### src/rtl/key_schedule_seq.sv
// key_schedule_seq: iterative AES key expansion, one schedule word per clock.
// A single SubWord path serves both RotWord steps and the 256-bit mid-key step.

module aes_sbox (
  input  logic [7:0] a,
  output logic [7:0] y
);

  localparam logic [2047:0] TBL = {
    128'h637c777bf26b6fc53001672bfed7ab76,
    128'hca82c97dfa5947f0add4a2af9ca472c0,
    128'hb7fd9326363ff7cc34a5e5f171d83115,
    128'h04c723c31896059a071280e2eb27b275,
    128'h09832c1a1b6e5aa0523bd6b329e32f84,
    128'h53d100ed20fcb15b6acbbe394a4c58cf,
    128'hd0efaafb434d338545f9027f503c9fa8,
    128'h51a3408f929d38f5bcb6da2110fff3d2,
    128'hcd0c13ec5f974417c4a77e3d645d1973,
    128'h60814fdc222a908846eeb814de5e0bdb,
    128'he0323a0a4906245cc2d3ac629195e479,
    128'he7c8376d8dd54ea96c56f4ea657aae08,
    128'hba78252e1ca6b4c6e8dd741f4bbd8b8a,
    128'h703eb5664803f60e613557b986c11d9e,
    128'he1f8981169d98e949b1e87e9ce5528df,
    128'h8ca1890dbfe6426841992d0fb054bb16
  };

  // entry 0 sits in the MSBs, so 255-a (== ~a) selects the byte
  assign y = TBL[{~a, 3'b000} +: 8];

endmodule

module key_schedule_seq #(
  parameter int NK = 4,
  parameter int NR = 10
) (
  input  logic                    clk,
  input  logic                    reset,
  input  logic                    start,
  input  logic [NK*32-1:0]        key,
  output logic                    busy,
  output logic                    done,
  output logic                    valid,
  output logic [(NR+1)*128-1:0]   expansion
);

  localparam int W  = 4 * (NR + 1);
  localparam int IW = $clog2(W);

  typedef enum logic [1:0] {
    IDLE,
    GEN,
    FIN
  } state_t;

  state_t        state_q;
  state_t        state_d;

  logic [IW-1:0] i_q;
  logic [2:0]    k_q;
  logic [7:0]    rcon_q;
  logic [31:0]   win_q [NK];
  logic [31:0]   w_q   [W];

  logic          accept;
  logic          step;
  logic          last;
  logic [31:0]   prev;
  logic [31:0]   rot;
  logic [31:0]   sub_in;
  logic [31:0]   sub_out;
  logic [31:0]   temp;
  logic [31:0]   nw;
  logic [7:0]    rcon_nx;

  assign accept = (state_q == IDLE) && start;
  assign step   = (state_q == GEN);
  assign last   = step && (i_q == IW'(W - 1));

  // win_q holds w[i-NK] .. w[i-1]; oldest at index 0
  assign prev   = win_q[NK-1];
  assign rot    = {prev[23:0], prev[31:24]};
  assign sub_in = (k_q == 3'd0) ? rot : prev;

  for (genvar b = 0; b < 4; b++) begin : g_sbox
    aes_sbox u_sbox (
      .a (sub_in[b*8 +: 8]),
      .y (sub_out[b*8 +: 8])
    );
  end

  assign rcon_nx = {rcon_q[6:0], 1'b0}
                 ^ (rcon_q[7] ? 8'h1b : 8'h00);

  always_comb begin
    temp = prev;
    if (k_q == 3'd0) begin
      temp = sub_out ^ {rcon_q, 24'h0};
    end else if ((NK > 6) && (k_q == 3'd4)) begin
      temp = sub_out;
    end
  end

  assign nw = win_q[0] ^ temp;

  always_ff @(posedge clk) begin
    if (reset) begin
      state_q <= IDLE;
    end else begin
      state_q <= state_d;
    end
  end

  always_comb begin
    state_d = state_q;
    unique case (state_q)
      IDLE: if (start) state_d = GEN;
      GEN:  if (last)  state_d = FIN;
      FIN:  state_d = IDLE;
      default: state_d = IDLE;
    endcase
  end

  always_comb begin
    busy = (state_q == GEN);
    done = (state_q == FIN);
  end

  always_ff @(posedge clk) begin
    if (reset) begin
      i_q    <= '0;
      k_q    <= '0;
      rcon_q <= 8'h01;
      valid  <= 1'b0;
      for (int j = 0; j < NK; j++) begin
        win_q[j] <= '0;
      end
      for (int j = 0; j < W; j++) begin
        w_q[j] <= '0;
      end
    end else if (accept) begin
      for (int j = 0; j < NK; j++) begin
        win_q[j] <= key[(NK-j)*32-1 -: 32];
        w_q[j]   <= key[(NK-j)*32-1 -: 32];
      end
      i_q    <= IW'(NK);
      k_q    <= '0;
      rcon_q <= 8'h01;
      valid  <= 1'b0;
    end else if (step) begin
      w_q[i_q] <= nw;
      for (int j = 0; j < NK - 1; j++) begin
        win_q[j] <= win_q[j+1];
      end
      win_q[NK-1] <= nw;
      i_q <= i_q + 1'b1;
      k_q <= (k_q == 3'(NK - 1)) ? 3'd0 : k_q + 3'd1;
      if (k_q == 3'd0) begin
        rcon_q <= rcon_nx;
      end
      if (last) begin
        valid <= 1'b1;
      end
    end
  end

  for (genvar j = 0; j < W; j++) begin : g_exp
    assign expansion[(W-j)*32-1 -: 32] = w_q[j];
  end

endmodule

### config.mk
export PLATFORM = sky130hd
export DESIGN_NAME = key_schedule_seq
export DESIGN_NICKNAME = d
export VERILOG_FILES = /design/src/rtl/key_schedule_seq.sv
export SDC_FILE = /design/constraint.sdc
export NUM_CORES = 2
export LEC_CHECK = 0
export BUFFER_PORTS_ARGS = -buffer_cell sky130_fd_sc_hd__buf_2
export CAP_MARGIN = 20
export CORE_AREA = 2 2 600 602
export DETAILED_ROUTE_END_ITERATION = 8
export DIE_AREA = 0 0 602 604
export PLACE_DENSITY = 0.4
export SLEW_MARGIN = 20
export SYNTH_ARGS = -nofsm -noshare
export SYNTH_HDL_FRONTEND = slang
export SYNTH_SLANG_ARGS = --single-unit
### constraint.sdc
create_clock -name clk -period 6.35 [get_ports clk]
set_input_delay 0.9525 -clock clk [delete_from_list [all_inputs] [get_ports clk]]
set_output_delay 0.9525 -clock clk [all_outputs]
set_load 0.005 [all_outputs]
==> impl_metrics.csv <==
group,metric,value,unit
critical_path,cpMaxStageDelayCell,"nor4_1",
critical_path,crit_fanout,34,
drt,drc,0,
yosys,ys_types,112,
floorplan,rows,220,
global_routing,grt_max_degree,82,
floorplan,die_h,604,µm
global_routing,grt_pass1_wl,620,mm
finish,final_common_cell,"buf_2",
power,power_density,435,mW/mm²
cts,root_buffer,"clkbuf_16",
global_routing,grt_usage,25.1,%
critical_path,crit_chain,"inv_1 -> ha_1 -> nor2b_4 -> buf_4 -> o21ai_4 -> buf_4 -> nand2_1 -> a21oi_1 -> o31ai_1 -> a21oi_1 -> nor4_1 -> buf_4 -> o22a_1 -> xor2_4 -> buf_12 -> nor2_1",
cts,hold_buffers,0,
sta,setup_slack,0.345,ns
drt,route.antenna.remaining_nets,0,
cts,path_clk_slew,0.06,ns
yosys,synth_area_per_cell,11.4,µm²
sta,rsz0062_at_grt,"false",
cts,cts_resized,0,
drt,vias,64300,
yosys,synth_fp_nets,6470,
cts,clkLatencyLatePin,0.90,ns
drt,drtIter0Drc,8843,
floorplan,dieArea,0.364,mm²
cts,cts_setup_buffers,0,
sta,fin_skew,0.0753,ns
yosys,seq_area_frac_synth,64.7,%
power,power.leakage,0.0376,µW
global_routing,antenna_found_initial,49,
yosys,ys_seq_elements,1556,
yosys,async_flop_share,0,%
placed_design,pre_cts_ws,0.645,ns
sta,finalHoldViolations,0,
critical_path,endpoint_kind,"flop",
critical_path,cp.required,6.95,ns
placed_design,port-buffer-count,1541,
critical_path,critPathLaunchType,"flop",
yosys,synthFlopType,"edfxtp_1",
critical_path,cp_common_cell,"buf_4",
sta,hold_slack,0.385,ns
power,swShare,45.1,%
placed_design,dp_hpwl,345,mm
finish,fin_util,26.3,%
sta,fmax,167,MHz
yosys,netlist_instances,6286,
critical_path,worst-setup-path-type,"reg -> reg",
floorplan,start_util,20.1,%
sta,report.final.slew_viol_count,0,
job,maxCapViolations,0,
sta,min_period,6.01,ns
cts,clock-sinks,1556,
floorplan,core,0.358,mm²
power,power_frac_seq,29.9,%
sta,setup_violations,0,
sta,fin_tns_setup,0,ns
power,p_comb_share,44.2,%
finish,syn_to_final_growth,30.8,%
critical_path,max_stage_delay,0.92,ns
yosys,synth_area,0.0719,mm²
sta,worst_slew_pin_slew,1.16,ns
power,cell_internal_pwr,22400,µW
finish,stdcell_count,12800,
drt,firstDrtPassIters,8,
placed_design,gp_congestion,0.917,
drt,wl,478,mm
cts,clk_path_buf_depth,4,
finish,drive_gt1_share,31.3,%
global_routing,globalRouteOverflowTotal,0,
finish,nets,8071,
yosys,synth_edf_count,1536,
yosys,ys_warn_count,0,
critical_path,arrival,6.60,ns
hold_path,hp-class,"in -> reg",
placed_design,placed_cells,12500,
power,pwr-share-clk,25.9,%
floorplan,io_pins,1542,
power,ir_drop,0.420,mV
cts,htree_levels,4,
floorplan,die_w,602,µm
finish,layout_common_cells,"buf_2, edfxtp_1, nor2_1",
cts,cts_buffers,186,
sta,relSlewSlack,22.3,%
drt,vias_per_cell,5.01,
outcome,status,"finished, final reports clean",
global_routing,grt_pass1_vias,61500,
drt,wl_per_cell,37.3,µm
power,p_sw,18400,µW
cts,cts_tree,"done",
sta,period_share,94.6,%
==> worst max-delay path, delay by kind of cell, from the launching register on <==
kind,cells,cell delay (ns)
AND/OR/NAND/NOR,4,1.82
buffers and inverters,5,1.50
AO/OA/AOI/OAI,5,1.30
flip-flops,1,0.34
adder cells (fa/ha/maj),1,0.23
XOR/XNOR,1,0.23
==> power by group through the flow <==
stage | logic [µW] | clock network [µW] | registers [µW]
6_report | 18100 | 10600 | 12200
2_1_floorplan | 6850 | 0 | 12300
3_3_place_gp | 18100 | 0 | 12400
4_1_cts | 17900 | 10700 | 12200
5_1_grt | 18400 | 11100 | 12300
3_5_place_dp | 17900 | 0 | 12400
==> path summary, 6_finish.rpt <==
check | startpoint | endpoint | slack [ns] | cells after the start
setup reg to reg | k_q[0] | w_q[13][6] | 0.34 | 16
hold reg to reg | valid | valid | 0.47 | 2
setup / recovery | k_q[0] | w_q[13][6] | 0.34 | 16
hold / removal | key[18] | w_q[3][18] | 0.38 | 3
==> Yosys cell counts, drive strengths merged (44+ instances only) <==
cell type,n,area [µm²]
edfxtp,1536,46100
nor2,1508,5660
nand2,542,2040
o21ai,382,1940
buf,329,1950
clkbuf,292,1100
a21oi,222,1150
o211ai,110,826
a211oi,102,783
nor3,96,485
nand3,78,390
a31oi,73,488
nand2b,64,400
mux2i,63,724
inv,61,229
ha,53,663
o311ai,47,419
o31ai,44,378
==> per-stage QoR <==
stage                     total power [µW]  instance area, µm²
final                                40900               94000
after global routing                 41800               93900
after CTS                            40900               93900
after detailed placement             30300               88000
after global placement               30500               88000
after floorplan                      19100               71900
==> state kept, by name (all words and copies together), names as in the netlist <==
register,cells
rcon_q,8
win_q,128
valid,1
w_q,1408
k_q,3
i_q,6
state_q,2
==> area by class of cell <==
type | instances | area [µm²]
clock buffer | 229 | 4860
multi-input combinational | 4043 | 22900
inverter | 66 | 248
antenna | 33 | 82.6
tap | 4773 | 5970
sequential | 1556 | 46500
fill | 37900 | 264000
clock inverter | 101 | 975
timing repair buffer | 2034 | 12400
==> per-layer routing <==
metal	vias up	global-route usage [%]	share of wire, %
met5	-	0	0.019
met4	14	12.5	5.6
met3	762	5.04	7.8
met2	3934	40.8	47
met1	33400	31.8	40
li1	26200	-	-
==> logic make-up (layout without fill, tap and decap cells) <==
family,after synthesis,after routing,share of synthesized area (%)
AND/OR/NAND/NOR,2457,2457,14.2
flip-flops,1556,1556,64.7
AO/OA/AOI/OAI,1390,1390,13.3
buffers and inverters,687,2430,4.58
multiplexers,91,91,1.50
adder cells (fa/ha/maj),53,53,0.923
XOR/XNOR,52,52,0.822
other,0,33,0
Power figures use the tool's default switching activity.
